**src/rtl/nrisc_trace_buffer.sv**
```systemverilog
// Circular execution-trace capture for the nRisc core: armed capture, PC/forced trigger,
// programmable post-trigger window, indexed readout. Optional timestamps via TRACE_TIMESTAMP_EN.
module nrisc_trace_buffer #(
   parameter int PC_W    = 8,
   parameter int INSTR_W = 8,
   parameter int DATA_W  = 8,
   parameter int DEPTH   = 16,
   parameter int TS_W    = 16,
   localparam int AW     = $clog2(DEPTH),
`ifdef TRACE_TIMESTAMP_EN
   localparam bit TS_EN  = 1'b1,
`else
   localparam bit TS_EN  = 1'b0,
`endif
   localparam int ENTRY_W = (TS_EN ? TS_W : 0) + PC_W + INSTR_W + DATA_W
) (
   input  logic               CLK,
   input  logic               reset,
   input  logic               arm,
   input  logic               force_trig,
   input  logic               cap_valid,
   input  logic [PC_W-1:0]    cap_pc,
   input  logic [INSTR_W-1:0] cap_instr,
   input  logic [DATA_W-1:0]  cap_data,
   input  logic               trig_en,
   input  logic [PC_W-1:0]    trig_pc,
   input  logic [AW-1:0]      post_cnt,
   input  logic               rd_req,
   input  logic [AW-1:0]      rd_idx,
   output logic               rd_valid,
   output logic [ENTRY_W-1:0] rd_entry,
   output logic [AW:0]        count,
   output logic [1:0]         state,
   output logic               triggered
);

   typedef enum logic [1:0] {IDLE = 2'b00, ARMED = 2'b01, POST = 2'b10, DONE = 2'b11} state_e;

   localparam logic [AW:0] FULL = (AW+1)'(DEPTH);

   state_e             state_q, state_d;
   logic [AW-1:0]      wr_ptr_q, wr_ptr_d;
   logic [AW:0]        count_q, count_d;
   logic               trig_q, trig_d;
   logic [AW-1:0]      post_q, post_d;
   logic [AW-1:0]      remain_q, remain_d;
   logic               rd_valid_q, rd_valid_d;
   logic [ENTRY_W-1:0] rd_entry_q, rd_entry_d;
   logic               wr_en;
   logic [ENTRY_W-1:0] wr_data;
   logic [AW-1:0]      oldest, rd_addr;
   logic [ENTRY_W-1:0] mem [DEPTH];

`ifdef TRACE_TIMESTAMP_EN
   logic [TS_W-1:0] ts_q;
   always_ff @(posedge CLK or negedge reset) begin
      if (!reset) ts_q <= '0;
      else        ts_q <= ts_q + 1'b1;
   end
   assign wr_data = {ts_q, cap_pc, cap_instr, cap_data};
`else
   assign wr_data = {cap_pc, cap_instr, cap_data};
`endif

   // Once the buffer has filled, the oldest entry sits where the next write would land.
   assign oldest  = count_q[AW] ? wr_ptr_q : '0;
   assign rd_addr = oldest + rd_idx;

   always_comb begin
      state_d    = state_q;
      wr_ptr_d   = wr_ptr_q;
      count_d    = count_q;
      trig_d     = trig_q;
      post_d     = post_q;
      remain_d   = remain_q;
      rd_valid_d = 1'b0;
      rd_entry_d = rd_entry_q;
      wr_en      = 1'b0;
      if (arm) begin
         state_d  = ARMED;
         wr_ptr_d = '0;
         count_d  = '0;
         trig_d   = 1'b0;
         post_d   = post_cnt;
         remain_d = '0;
      end else begin
         case (state_q)
            ARMED: begin
               wr_en = cap_valid;
               if ((cap_valid && trig_en && cap_pc == trig_pc) || force_trig) begin
                  trig_d   = 1'b1;
                  remain_d = post_q;
                  state_d  = (post_q == '0) ? DONE : POST;
               end
            end
            POST: begin
               if (cap_valid) begin
                  wr_en    = 1'b1;
                  remain_d = remain_q - 1'b1;
                  if (remain_q == AW'(1)) state_d = DONE;
               end
            end
            DONE: begin
               if (rd_req) begin
                  rd_valid_d = 1'b1;
                  rd_entry_d = ({1'b0, rd_idx} < count_q) ? mem[rd_addr] : '0;
               end
            end
            default: ;
         endcase
         if (wr_en) begin
            wr_ptr_d = wr_ptr_q + 1'b1;
            if (count_q != FULL) count_d = count_q + 1'b1;
         end
      end
   end

   always_ff @(posedge CLK or negedge reset) begin
      if (!reset) begin
         state_q    <= IDLE;
         wr_ptr_q   <= '0;
         count_q    <= '0;
         trig_q     <= 1'b0;
         post_q     <= '0;
         remain_q   <= '0;
         rd_valid_q <= 1'b0;
         rd_entry_q <= '0;
      end else begin
         state_q    <= state_d;
         wr_ptr_q   <= wr_ptr_d;
         count_q    <= count_d;
         trig_q     <= trig_d;
         post_q     <= post_d;
         remain_q   <= remain_d;
         rd_valid_q <= rd_valid_d;
         rd_entry_q <= rd_entry_d;
      end
   end

   always_ff @(posedge CLK) begin
      if (wr_en) mem[wr_ptr_q] <= wr_data;
   end

   assign rd_valid  = rd_valid_q;
   assign rd_entry  = rd_entry_q;
   assign count     = count_q;
   assign state     = state_q;
   assign triggered = trig_q;

endmodule
```
**config.mk**
```make
export PLATFORM = sky130hd
export DESIGN_NAME = nrisc_trace_buffer
export DESIGN_NICKNAME = d
export VERILOG_FILES = /design/src/rtl/nrisc_trace_buffer.sv
export SDC_FILE = /design/constraint.sdc
export NUM_CORES = 1
export LEC_CHECK = 0
export ABC_AREA = 1
export CAP_MARGIN = 25
export CORE_ASPECT_RATIO = 2
export CORE_UTILIZATION = 55
export DETAILED_ROUTE_END_ITERATION = 16
export GPL_TIMING_DRIVEN = 0
export PLACE_DENSITY = 0.74
export SLEW_MARGIN = 20
export SYNTH_ARGS = -nofsm -noshare
export SYNTH_HDL_FRONTEND = slang
export SYNTH_SLANG_ARGS = --single-unit
export TNS_END_PERCENT = 20
```
**constraint.sdc**
```tcl
create_clock -name CLK -period 7.75 [get_ports CLK]
set_input_delay 1.1625 -clock CLK [delete_from_list [all_inputs] [get_ports CLK]]
set_output_delay 1.1625 -clock CLK [all_outputs]
set_load 0.05 [all_outputs]
```
* After elaboration in Yosys (flattened, before gate mapping)
Memory sizes are Yosys's and may differ from the RTL's. Index checks and enable logic that the tools add are counted.
Storage, ports and cells: bits in registers 45, RAM bits 384, input port bits 47, output and inout bits 33, logic and storage cells 67, memories kept 1
Operators by class: add/sub/neg operators 4, order comparisons 1, eq/ne operators 9, multiplexer cells 29, bitwise logic cells 1, reduce and logical (&&, ||, !) cells 14
Memories:
- mem | depth 16, width 24, rd ports 1, clocked after memory_dff 0, write ports 1, line 52 | logic [ENTRY_W-1:0] mem [DEPTH];
Operator list (count):
- 24-bit two-way mux | 1
- 4-bit two-way mux | 6
- 5-bit two-way mux | 3
- 1-bit two-way mux | 12
- 3-bit != test (second input constant) | 3
- 8-bit == test | 1
- 2-bit two-way mux | 4
- 4-bit case mux with 2 select lines | 1
- 2-bit nonzero test | 4
- 3-bit AND reduction | 2
- 5-bit by 1-bit adder with 5-bit output (second input constant) | 1
- 4-bit by 5-bit < comparator with 1-bit output | 1
- 5-bit != test (second input constant) | 1
- 4-bit by 1-bit adder with 4-bit output (second input constant) | 1
- 4-bit adder | 1
- 2-bit == test (second input constant) | 2
- 4-bit by 1-bit == test with 1-bit output (second input constant) | 1
- 4-bit logical NOT | 1
- 2-bit case mux with 2 select lines | 1
- 2-bit AND reduction | 2
- 4-bit AND reduction | 1
- 4-bit by 1-bit subtractor with 4-bit output (second input constant) | 1
- 3-bit nonzero test | 1
- 2-bit by 1-bit == test with 1-bit output (second input constant) | 1
- other kinds (4) | 5

* Depth between registers and ports, before layout
Gate-level depths: netlist of run 1.
word-level depth 6, depth in mapped cells 15, mapped depth without buffers 13

* Least setup slack after synthesis of run 1
OpenSTA, ideal clock, no wires.
kind input to register, start input cap_valid, end memory mem[10][0] in the netlist's numbering, enable pin, library setup time 0.435 ns, data arrival time 3.360 ns, required time 7.315 ns, setup slack 3.955 ns, stages 6, path buffers 0, cells stage by stage inv_1 nor2_1 inv_1 nor2_1 inv_1 nor3_1
On the way: longest elaborated chain between the ends 6
RTL lines:
- start, declared | line 21 | input logic cap_valid,
- 1-bit two-way mux | line 97 | if (cap_valid) begin
- 1-bit case mux with 2 select lines * | line 87 | case (state_q)
- 1-bit two-way mux * (2 in a row) | line 79 | if (arm) begin
- 1-bit two-way mux * | line 141 | if (wr_en) mem[wr_ptr_q] <= wr_data;
- 1-bit two-way mux (implied by the code) * | line 141
- end, declared | line 52
Every way passes the cells marked *; elsewhere a longest branch is shown, timed or not. The select of a mux whose other input is x is not followed.

* Worst setup path after layout of run 1
start input rd_idx[0], end register rd_entry_q[10] (netlist: rd_entry[10])
On the way: longest elaborated chain between the ends 3, elaborated cells between the ends (all ways) 4, those cells by class add/sub (1); order compare (1); mux (1); memory (1)
RTL lines:
- start, declared | line 29 | input logic [AW-1:0] rd_idx,
- 4-bit adder | line 67 | assign rd_addr = oldest + rd_idx;
- memory 16 x 24 bit
- 24-bit two-way mux * | line 106 | rd_entry_d = ({1'b0, rd_idx} < count_q) ? mem[rd_addr] : '0;
- end signal, assigned | line 136 | rd_entry_q <= rd_entry_d;
- end, declared | line 48 | logic [ENTRY_W-1:0] rd_entry_q, rd_entry_d;
Every way passes the cells marked *; elsewhere a longest branch is shown, timed or not. A chain may end at the register's enable or synchronous reset.

==> out/qor.yml, run 1 <==
logic_synthesis:
  synth.avg_cell_area_um2: 11.7
  synthFlopType: "edfxtp_1"
  syn_nets: 1578
  ys_seq_elements: 429
  synth_commonest_cells: "edfxtp_1, nand2_1, nand3_1"
  ys.warnings.count: 0
  synth_seq_area_share: 0.714
  netlist_area_mm2: 0.0177
  synth-edff-count: 384
  synth_largest_area_cell: "edfxtp_1"
  synthCells: 1513
  ys_async_sr_fraction: 0.105
  ys_types: 34
  synth_area_leaders: "edfxtp_1, nand2_1, dfrtp_1, nand3_1, a21oi_1"
  netlist.area_leader.share: 0.651
clock_network:
  post_cts_buffers: 0
  cts_buffers: 37
  htreeDepth: 2
  cts-root-buf: "clkbuf_16"
  clk_path_buf_depth: 3
  cts_tree: "yes"
  clk_pin_slew_ps: 70
  holdBufCountCts: 0
  clock-sinks: 429
  worstSkewPairLatency_ps: 550
  cts_resized: 0
run_status:
  status: "complete, no violations"
global_route:
  grt_max_degree: 46
  grt_pass1_wl_um: 75800
  grt_pass1_vias: 12800
  antenna_found_initial: 0
  gr-total-overflow: 0
  grt_use_total: 0.324
routing:
  ant_nets: 0
  detail_route.wl_per_cell_um: 24.3
  dr.pass1.iters: 5
  drt_iter0_markers: 1646
  num_vias: 12800
  route.detailed.drc: 0
  wl_um: 51400
  routed_via_density: 6.03
worst_setup_path:
  cp-end-kind: "flop"
  cp-start-kind: "input pin"
  worst_ep_arrival_time_ps: 4130
  max_stage_delay_ps: 650
  crit_top_cell: "nand3_1"
  setup.worst_path.class: "in2reg"
  crit_required_ps: 8180
  cp_cell_sequence: "clkdlybuf4s50_1 > ha_1 > fa_1 > buf_2 > clkbuf_1 > nand3_1 > a21oi_1 > o21ai_0 > nand3_1 > nand2_1"
  path_max_fanout: 10
  critPathSlowestCell: "clkbuf_1"
timing:
  layout_worst_path_cycle_share: 0.477
  fmax_mhz: 271
  maxSlewViolCount: 0
  min_period_ps: 3700
  rsz0062_at_grt: "no"
  setup_viol: 0
  slew_headroom: 0.426
  tns_ps: 0
  finalHoldViolCount: 0
  finClkSkew_ps: 13.0
  tightest_slew_ps: 856
finish:
  nNetsFinal: 1728
  antenna_cells: 0
  layout-drive-gt1-share: 0.122
  fill_cells: 2276
  multiInputGateArea_mm2: 0.00452
  final-seq-area_mm2: 0.0127
  area_growth_pct: 17.9
run:
  drv_cap: 0
pwr:
  p_total_w: 0.00562
  switching_power_w: 0.00153
  swShare: 0.272
  power_frac_seq: 0.481
  p_comb_frac: 0.154
  p_int_w: 0.00409
  power_density_mw_per_mm2: 269
  vdd_drop_max_mv: 0.245
  p_leak_nw: 7.71
  p_clk_frac: 0.365
floorplan:
  fp.dieH_um: 256
  dieArea_mm2: 0.0330
  core_area_mm2: 0.0317
  die_w_um: 129
  start_util: 0.560
  ioPinCount: 80
  rows: 92
worst_hold_path:
  min_path_type: "reg2reg"
place:
  gp_congestion: 0.908
  hpwl_um: 35100
  numPortBuffers: 78
[through the flow]
step | std cells | cell area [um2] | worst slack, ps | hold WS [ps] | utilization
after global routing | 2115 | 20900 | 3920 | 500 | 0.660
final | 2115 | 20900 | 4050 | 481 | 0.660
after CTS | 2115 | 20900 | 4200 | 480 | 0.660
after floorplan | 1513 | 17700 | 3960 | 442 | -
after detailed placement | 2047 | 19600 | 3660 | 464 | 0.618
after global placement | 2014 | 19000 | 1380 | 457 | 0.601
[critical path, delay by kind of cell]
kind | cells | cell delay, ps
AND/OR/NAND/NOR | 3 | 330
AO/OA/AOI/OAI | 2 | 590
adder cells (fa/ha/maj) | 2 | 760
buffers and inverters | 3 | 1270
[routing by layer]
metal / global-route usage / routed length (um)
met3: 0.0508 / 4400
met4: 0.250 / 4180
met2: 0.548 / 26400
met1: 0.361 / 16400
met5: 0 / 0
[area by class of cell]
type / instances / area share
repair buffers: 111 / 0.0577
multi-input cells: 952 / 0.216
inverters: 48 / 0.00874
clock inverters: 28 / 0.0171
clock buffers: 40 / 0.0469
plain buffers: 84 / 0.0220
flip-flops and latches: 429 / 0.606
well taps: 423 / 0.0253
[path summary, 6_finish.rpt]
kind,end,slack [ps],cells after the start,start
setup / recovery,rd_entry[10]$_DFFE_PN0P_,4050,10,rd_idx[0]
min in group asynchronous,rd_entry[0]$_DFFE_PN0P_,670,1,reset
hold reg to reg,rd_entry[15]$_DFFE_PN0P_,480,2,rd_entry[15]$_DFFE_PN0P_
max in group asynchronous,rd_entry[11]$_DFFE_PN0P_,6590,1,reset
hold / removal,rd_entry[15]$_DFFE_PN0P_,480,2,rd_entry[15]$_DFFE_PN0P_
setup reg to reg,rd_entry[10]$_DFFE_PN0P_,4510,11,count[4]$_DFFE_PN0P_
[logic make-up after synthesis]
| group | count (synthesis) | share of synthesized area |
|---|---|---|
| adders and majority gates | 18 | 0.0131 |
| buffers and inverters | 132 | 0.0363 |
| and+or+nand+nor | 702 | 0.164 |
| DFF | 429 | 0.714 |
| AOI/OAI and AO/OA | 226 | 0.0686 |
| xor gates and xnor gates | 6 | 0.00424 |
[power groups by stage]
stage	Combinational (W)	Clock, W	Sequential [W]
after floorplan	0.000329	0	0.00292
after global placement	0.000805	0	0.00275
after detailed placement	0.000852	0	0.00275
after CTS	0.000859	0.00204	0.00270
after global routing	0.000923	0.00213	0.00271
final	0.000864	0.00205	0.00270
[cell usage in the layout (no fill, tap or decap), types with 13 or more instances in the layout]
| cell type | Yosys | final |
|---|---|---|
| nand2_1 | 384 | 384 |
| edfxtp_1 | 384 | 384 |
| nand3_1 | 175 | 175 |
| nor2_1 | 121 | 113 |
| a21oi_1 | 101 | 101 |
| o21ai_0 | 83 | 83 |
| clkdlybuf4s50_1 | 0 | 77 |
| buf_2 | 49 | 49 |
| dfrtp_1 | 45 | 45 |
| inv_1 | 43 | 43 |
| clkbuf_16 | 0 | 39 |
| buf_4 | 14 | 33 |
| o21ai_1 | 19 | 19 |
| clkbuf_1 | 16 | 17 |
| ha_1 | 17 | 17 |
| o21ai_2 | 13 | 13 |
[state kept, by name (all words and copies together) (netlist names), 2 cells and up]
signal    flops
count         5
mem         384
post_q        4
rd_entry     24
remain_q      4
state         2
wr_ptr_q      4
(Power assumes the default switching activity.)
==> run 2: changes to the inputs <==
--- a/config.mk
+++ b/config.mk
@@ -8,10 +8,10 @@
 export ABC_AREA = 1
 export CAP_MARGIN = 25
 export CORE_ASPECT_RATIO = 2
-export CORE_UTILIZATION = 55
+export CORE_UTILIZATION = 54
 export DETAILED_ROUTE_END_ITERATION = 16
 export GPL_TIMING_DRIVEN = 0
-export PLACE_DENSITY = 0.74
+export PLACE_DENSITY = 0.75
 export SLEW_MARGIN = 20
 export SYNTH_ARGS = -nofsm -noshare
 export SYNTH_HDL_FRONTEND = slang
==> constraint.sdc (replaced) <==
create_clock -name CLK -period 3 [get_ports CLK]
set_input_delay 0.45 -clock CLK [delete_from_list [all_inputs] [get_ports CLK]]
set_output_delay 0.45 -clock CLK [all_outputs]
set_load 0.05 [all_outputs]
==> run 2 against run 1 <==
Net effect: first-iteration DRC count up 6.9%; worst setup slack got worse by 4000 ps; cell area up 0.23%; sequential power grew to 2.6 times the previous value; critical endpoint is now rd_entry[21]$_DFFE_PN0P_; critical path depth is the same.
==> out/qor.yml, run 2 (synthesis gave the netlist of run 1 again) <==
clock_network:
  cts_tree: "yes"  # unchanged
  htreeDepth: 2  # unchanged
  post_cts_buffers: 0  # unchanged
  cts_buffers: 37  # unchanged
  cts-root-buf: "clkbuf_16"  # unchanged
  worstSkewPairLatency_ps: 530  # was 550 ps
  clock-sinks: 429  # unchanged
  clk_pin_slew_ps: 70  # about the same
  clk_path_buf_depth: 3  # unchanged
timing:
  tightest_slew_ps: 939  # was 856 ps
  min_period_ps: 2980
  finalHoldViolCount: 0  # unchanged
  layout_worst_path_cycle_share: 0.994
  hold_ws_ps: 295  # was 481 ps
  finClkSkew_ps: 21.1  # was 13.0 ps
  setup_ws_ps: 19.1  # was 4050 ps
  rsz0062_at_grt: "no"  # unchanged
  maxSlewViolCount: 0  # unchanged
  setup_viol: 0  # unchanged
  slew_headroom: 0.374  # was 0.426
  fmax_mhz: 335
finish:
  layout.cells.non_filler: 2115  # unchanged
  fill_cells: 2304  # was 2276
  top_register: "mem"  # unchanged
  nNetsFinal: 1729  # was 1728
  final-seq-area_mm2: 0.0127  # about the same
  largest_register_ffs: 384  # unchanged
  post-route-cell-area_mm2: 0.0209  # about the same
  utilization: 0.650  # was 0.660
  multiInputGateArea_mm2: 0.00453  # was 0.00452 mm2
  layout-drive-gt1-share: 0.126  # was 0.122
  area_growth_pct: 18.2  # was 17.9%
  antenna_cells: 0  # unchanged
  final_cell_mix: "nand2_1, edfxtp_1, nand3_1"  # unchanged
worst_setup_path:
  cp-start-kind: "flop"  # was input pin
  crit_top_cell: "nand2_1"  # was nand3_1
  worst_ep_arrival_time_ps: 3430  # was 4130 ps
  setup.worst_path.class: "reg2reg"  # was in2reg
  rr_worst_depth: 10  # was 11
  path_max_fanout: 10  # unchanged
  path_buf_inv: 2  # was 3
  cp_cell_sequence: "nand2_1 > inv_1 > ha_1 > fa_1 > xnor2_2 > clkbuf_1 > a21oi_1 > o21ai_1 > nand3_1 > nand2_1"  # was clkdlybuf4s50_1 > ha_1 > fa_1 > buf_2 > clkbuf_1 > nand3_1 > a21oi_1 > o21ai_0 > nand3_1 > nand2_1
  critPathSlowestCell: "clkbuf_1"  # unchanged
  max_stage_delay_ps: 590  # was 650 ps
  cp-end-kind: "flop"  # unchanged
  path_delay_family: "adder cells"  # was buffers and inverters
  path_depth: 10  # unchanged
  crit_required_ps: 3450  # was 8180 ps
routing:
  detail_route.wl_per_cell_um: 24.3  # about the same
  drt_iter0_markers: 1760  # was 1646
  num_vias: 12900  # was 12800
  routed_via_density: 6.08  # was 6.03
  ant_nets: 0  # unchanged
  wl_um: 51400  # about the same
  route.detailed.drc: 0  # unchanged
  dr.pass1.iters: 6  # was 5
floorplan:
  dieArea_mm2: 0.0336  # was 0.0330 mm2
  die_w_um: 130  # was 129 um
  rows: 93  # was 92
  core_area_mm2: 0.0322  # was 0.0317 mm2
  fp.dieH_um: 258  # was 256 um
  ioPinCount: 80  # unchanged
  start_util: 0.550  # was 0.560
pwr:
  power_density_mw_per_mm2: 693  # was 269 mW/mm2
  p_leak_nw: 7.75  # was 7.71 nW
  p_clk_frac: 0.364  # was 0.365
  p_int_w: 0.0107  # was 0.00409 W
  vdd_drop_max_mv: 0.509  # was 0.245 mV
  swShare: 0.266  # was 0.272
  switching_power_w: 0.00387  # was 0.00153 W
  power_frac_seq: 0.481  # about the same
  p_comb_frac: 0.155  # was 0.154
worst_hold_path:
  min_path_type: "in2reg"  # was reg2reg
  hold_depth: 2  # unchanged
place:
  hpwl_um: 35500  # was 35100 um
  postPlaceCellArea_mm2: 0.0196  # about the same
  gp_congestion: 0.888  # was 0.908
  post-place-ws_ps: -367  # was 3660 ps
  numPortBuffers: 78  # unchanged
  dp.cells: 2051  # was 2047
global_route:
  grt_pass1_wl_um: 75900  # was 75800 um
  grt_max_degree: 46  # unchanged
  antenna_found_initial: 0  # unchanged
  gr-total-overflow: 0  # unchanged
  grt_util_met2: 0.549  # was 0.548
  grt_use_total: 0.318  # was 0.324
  busiest_layer: "met2"  # unchanged
  met1_usage: 0.356  # was 0.361
  grt_pass1_vias: 12800  # about the same
  grtUsageMet3: 0.0373  # was 0.0508
run_status:
  status: "complete, no violations"  # unchanged
run:
  drv_cap: 0  # unchanged
## run 2: changes by cell type in the layout (fill, tap and decap cells not counted), moves of 2 or more
| cell | delta |
|---|---|
| inv_6 | -2 |
| clkinvlp_4 | -4 |
| clkinv_2 | -4 |
| clkbuf_4 | +7 |
| buf_2 | -7 |
| clkbuf_16 | -2 |
| clkbuf_8 | +5 |
| clkbuf_1 | -6 |
| clkinv_1 | -2 |
| clkbuf_2 | +6 |
## run 2: metal layers
metal / vias up / share of wire
met3: 217 / 0.077
met1: 6252 / 0.32
met4: 0 / 0.084
met5: - / 0
met2: 801 / 0.52
li1: 5596 / -
## run 2: worst paths after layout
check                                             start                       end  slack (ps)
max in group asynchronous                         reset      count[4]$_DFFE_PN0P_        1950
worst min register to register  rd_entry[8]$_DFFE_PN0P_   rd_entry[8]$_DFFE_PN0P_         480
worst max-delay path               count[4]$_DFFE_PN0P_  rd_entry[21]$_DFFE_PN0P_          20
min in group asynchronous                         reset  rd_entry[14]$_DFFE_PN0P_         510
worst min-delay path                                arm     post_q[3]$_DFFE_PN0P_         290
worst max register to register     count[4]$_DFFE_PN0P_  rd_entry[21]$_DFFE_PN0P_          20
## run 2: area by class of cell
cell class,count,area share
flip-flops and latches,429,0.605
plain buffers,84,0.0235
multi-input cells,952,0.216
well taps,427,0.0255
repair buffers,112,0.0580
clock inverters,18,0.0154
inverters,48,0.00872
clock buffers,45,0.0480
## run 2: timing repair
item,4_1_cts,5_1_grt
endpoints found under the setup margin,12,22
hold endpoints to repair,18,0
hold buffers,1,0
pin swaps,0,0
gates resized for setup,4,24
## run 2: per-stage QoR
stage	setup TNS [ps]	total power [W]
after floorplan	-117150	0.00840
after global placement	-689650	0.00919
after detailed placement	-7000	0.00930
after CTS	0	0.0145
after global routing	0	0.0149
final	0	0.0145
## run 2: power by group through the flow
stage	clock, W	sequential [W]	combinational (W)
after floorplan	0	0.00755	0.000849
after global placement	0	0.00710	0.00209
after detailed placement	0	0.00710	0.00220
after CTS	0.00528	0.00698	0.00223
after global routing	0.00551	0.00700	0.00240
final	0.00529	0.00698	0.00225
==> patch 1, RTL diff (flow settings as in run 1) <==
The localparam `TS_EN` goes from 1'b0 to 1'b1.
--- a/src/rtl/nrisc_trace_buffer.sv
+++ b/src/rtl/nrisc_trace_buffer.sv
@@ -10,7 +10,7 @@
 `ifdef TRACE_TIMESTAMP_EN
    localparam bit TS_EN  = 1'b1,
 `else
-   localparam bit TS_EN  = 1'b0,
+   localparam bit TS_EN  = 1'b1,
 `endif
    localparam int ENTRY_W = (TS_EN ? TS_W : 0) + PC_W + INSTR_W + DATA_W
 ) (
Ports: changed (resized rd_entry); port bits go from 80 to 96. No check against the original RTL was run, so the function may have changed too.
==> patch 1 against run 1 <==
Via count down 1.9%; synthesized area up 0.39%; design area down 0.69%; clock skew up 0.79 ps; routed wire length down 5.8%; sequential cell count unchanged; combinational power up 3.6%; sequential share of layout area up 0.42 points; power down 5.0%; count of clock-buffer cells in the layout up 6; global-route usage down 2.2 points; setup slack worse by 71 ps; sequential power about the same; largest cell class unchanged.
==> patch 1: results (changes against run 1) <==
yosysSeqAreaShare_pct: 71.15  # -0.28 points
grt_pass1_vias: 12290  # -4.1%
netSwitchingFraction_pct: 27.76  # +0.57 points
first_iter_violations: 1159  # -30%
rr_worst_depth: 13  # +2
grt_usage_pct: 30.16  # -2.2 points
timing.rr.end: "rd_entry[3]"
synthTopCellsByArea: "edfxtp_1 (65%), nand2_1 (8.1%), dfrtp_1 (6.3%)"
nets: 1761  # +1.9%
p_total_mw: 5.333  # -5.0%
globalplace.congestion: 0.8671  # -4.5%
clock_skew_ps: 13.76  # +0.7941 ps
numCtsBuffers: 35  # -5.4%
wire_per_inst_um: 22.58  # -7.0%
hold_start: "rd_entry[5]"
drive_gt1_share_pct: 10.69  # -1.5 points
status: "finished, final reports clean"
grt_pass1_wl_um: 71590  # -5.6%
antenna_found_initial: 1  # +1
ir_drop_mv: 0.2133  # -13%
drt-vias-per-instance: 5.839  # -3.2%
dp_hpwl_um: 33580  # -4.5%
whs_endpoint: "rd_entry[5]"
portBuffers: 79  # +1.3%
p_leak_nw: 7.696  # -0.23%
cp_slowest_cell: "fa_1"
placed_cell_area_mm2: 0.01966  # +0.52%
synth_cell_types: 35  # +2.9%
synth_area_per_cell_um2: 11.59  # -1.1%
comb_power_share_pct: 16.8  # +1.4 points
fillers: 2330  # +2.4%
crit_arrival_ps: 4180  # +50 ps
==> patch 1: worst max-delay path by stage <==
stage	end	slack, ps	cells after the start
after floorplan	mem[10][0]	3950	6
after global placement	mem[14][9]	1530	7
after detailed placement	rd_entry[3]	3470	12
after CTS	rd_entry[3]	4010	12
after global routing	rd_entry[3]	3890	12
final	rd_entry[3]	3980	12
==> patch 1: final cells by class <==
type                            count  area [µm²]  share of cell area [%]
Inverter                           49       183.9                  0.8865
Buffer                             99       560.5                   2.702
Multi-Input combinational cell    973        4544                   21.90
Tap cell                          423       529.3                   2.551
Clock buffer                       46       957.2                   4.613
Timing Repair Buffer              109        1181                   5.693
Sequential cell                   429       12660                   61.01
Clock inverter                     16       133.9                  0.6453
==> patch 1: routing by layer <==
metal,global-route usage (%),up-vias,share of wire [%]
met5,0,-,0.091
met4,22.16,2,8.1
met3,3.839,183,6.1
met2,53.38,667,53
met1,32.33,6023,33
li1,-,5643,-
==> patch 1: cell families (layout without fill, tap and decap cells) <==
group | count (synthesis) | after routing | share of synthesized area, %
DFF | 429 | 429 | 71.15
buffers and inverters | 148 | 319 | 4.185
xor gates and xnor gates | 6 | 6 | 0.4854
and+or+nand+nor | 705 | 705 | 16.35
adders and majority gates | 18 | 18 | 1.308
other | 1 | 16 | 0.02108
AOI/OAI and AO/OA | 228 | 228 | 6.506
==> patch 1: through the flow <==
step | setup WS [ps] | hold slack [ps] | util [%]
6_report | 3984 | 479.0 | 65.54
5_1_grt | 3894 | 508.1 | 65.54
4_1_cts | 4010 | 482.9 | 65.54
3_5_place_dp | 3468 | 465.2 | 62.09
3_3_place_gp | 1528 | 463.3 | 60.55
2_1_floorplan | 3955 | 453.0 | -
==> patch 2, RTL diff (settings of run 1) <==
Made on the original files. Register the input `arm` before use. The logic sees it one clock later. The other inputs are not delayed to match.
--- a/src/rtl/nrisc_trace_buffer.sv
+++ b/src/rtl/nrisc_trace_buffer.sv
@@ -38,6 +38,12 @@
 
    localparam logic [AW:0] FULL = (AW+1)'(DEPTH);
 
+   logic arm_q;
+
+   always_ff @(posedge CLK) begin
+      arm_q <= arm;
+   end
+
    state_e             state_q, state_d;
    logic [AW-1:0]      wr_ptr_q, wr_ptr_d;
    logic [AW:0]        count_q, count_d;
@@ -76,7 +82,7 @@
       rd_valid_d = 1'b0;
       rd_entry_d = rd_entry_q;
       wr_en      = 1'b0;
-      if (arm) begin
+      if (arm_q) begin
          state_d  = ARMED;
          wr_ptr_d = '0;
          count_d  = '0;
Function: changed (a bounded check fails within 4 cycles, from zero or initial values and one cycle with reset low).
==> patch 2 against run 1 <==
Power is 2.9% lower; design area is 0.35% lower; cell count hardly changed; worst hold slack worse by 1.5 ps; global-route usage is 0.38 points higher; sequential cell count is 1 higher; sequential share of layout area is 0.31 points higher; synthesized cell count hardly changed; synthesized area is 0.11% higher; routed wire length is 1.0% higher; fmax is 1.1% higher; setup slack better by 41 ps; largest power group unchanged; highest routed layer unchanged.
==> patch 2: results (changes against run 1) <==
fillers: 2235  # -1.8%
dr.pass1.iters: 7  # +2
r2r-start: "count[4]"
min_path_cells: 2  # unchanged
drt_wl_total_um: 51890  # +1.0%
grt_max_degree: 46  # unchanged
whs_endpoint: "rd_entry[20]"
yosysSeqAreaShare_pct: 71.46  # about the same
rrSetupSlack_ps: 4620  # +110 ps
clock_path_buffers: 3  # unchanged
num_antenna_cells: 0  # unchanged
timing.rr.end: "rd_entry[10]"
insertion_delay_ps: 530  # -20 ps
drt-met1-wl_um: 16480  # +0.28%
dp_hpwl_um: 35350  # +0.59%
largest_reg_flops: 384  # unchanged
clock_skew_ps: 17.71  # +4.750 ps
met2WireLength_um: 26270  # -0.33%
crit_fanout: 10  # unchanged
synth_cell_types: 35  # +2.9%
ctsResizeCount: 0  # unchanged
drt-vias-per-instance: 6.086  # +0.86%
grt_pass1_vias: 12840  # +0.21%
drive_gt1_share_pct: 11.71  # -0.52 points
clk_pin_slew_worst_paths_ps: 70  # about the same
grt_pass1_wl_um: 76840  # +1.4%
ys_warn_count: 0  # unchanged
dpl_worst_slack_ps: 3644  # -14.12 ps
globalplace.congestion: 0.8795  # -3.2%
crit_arrival_ps: 4080  # -50 ps
highest_layer: "met4"
syn-num-nets: 1579  # +0.063%
rr_worst_depth: 11  # unchanged
drv_slew: 0  # unchanged
numCtsBuffers: 37  # unchanged
status: "finished, final reports clean"
whs_ps: 479.0  # -1.507 ps
p_leak_nw: 7.674  # -0.50%
synth_edf_count: 384  # unchanged
antenna_found_initial: 0  # unchanged
portBuffers: 79  # +1.3%
grt_usage_pct: 32.76  # +0.38 points
root_buffer: "clkbuf_16"
ir_drop_mv: 0.2149  # -12%
wl_met3_um: 4483  # +1.8%
hold_start: "rd_entry[20]"
switchingPower_mw: 1.481  # -3.0%
worstHoldPathType: "flip-flop to flip-flop"
cts_max_level: 2  # unchanged
synthTopCellsByArea: "edfxtp_1 (65%), nand2_1 (8.1%), dfrtp_1 (6.3%)"
async_flop_share_pct: 10.47  # -0.024 points
first_iter_violations: 1604  # -2.6%
synthTopCellsByCount: "edfxtp_1 (384), nand2_1 (384), nand3_1 (175), nor2_1 (121), a21oi_1 (101)"
nets: 1730  # +0.12%
post_cts_buffers: 0  # unchanged
relSlewSlack_pct: 39.02  # -3.6 points
patch 2: cell types whose count changed after synthesis, sizes merged:
cell / run 1 / this run
dfxtp: 0 / 1
patch 2: worst max-delay path, cell delays in order:
cell             delay [ps]
clkdlybuf4s50_1         440
ha_1                    240
fa_1                    520
buf_2                   220
clkbuf_1                640
nand3_1                 190
a21oi_1                 330
o21ai_0                 160
nand3_1                 110
nand2_1                  50
patch 2: power by group through the flow:
| stage | logic [mW] | registers (mW) | clock network (mW) |
|---|---|---|---|
| floorplan | 0.317 | 2.90 | 0 |
| global placement | 0.777 | 2.74 | 0 |
| detailed placement | 0.824 | 2.74 | 0 |
| CTS | 0.833 | 2.70 | 1.91 |
| global route | 0.896 | 2.71 | 2.00 |
| finish | 0.842 | 2.70 | 1.91 |
patch 2: kinds of logic after synthesis:
family / synth area share, %
DFF: 71.46
adders and majority gates: 1.312
buffers and inverters: 3.625
xor gates and xnor gates: 0.4232
AOI/OAI and AO/OA: 6.848
and+or+nand+nor: 16.33
patch 2: worst max path at each step:
stage                     startpoint           end  slack, ps
final                      rd_idx[0]  rd_entry[10]       4100
after global routing       rd_idx[0]  rd_entry[10]       4040
after CTS                  rd_idx[0]  rd_entry[10]       4190
after detailed placement   rd_idx[0]  rd_entry[10]       3640
after global placement     cap_valid    mem[10][9]       1280
after floorplan            cap_valid    mem[10][0]       3960
patch 2: layout make-up:
cell class,instances,area share [%]
Inverter,48,0.8775
Clock inverter,19,1.064
Timing Repair Buffer,112,5.890
Buffer,84,2.212
Multi-Input combinational cell,952,21.72
Sequential cell,430,60.90
Tap cell,423,2.542
Clock buffer,46,4.802
patch 2: metal layers:
| metal | track usage (%) | vias up |
|---|---|---|
| met5 | 0 | - |
| li1 | - | 5604 |
| met2 | 55.90 | 885 |
| met4 | 25.49 | 0 |
| met1 | 36.07 | 6098 |
| met3 | 4.933 | 278 |
patch 2: metrics by stage:
stage	std cells	power (mW)	area, µm²
after floorplan	1514	3.220	17740
after global placement	2016	3.522	19060
after detailed placement	2049	3.568	19600
after CTS	2114	5.437	20820
after global routing	2114	5.597	20820
final	2114	5.451	20820
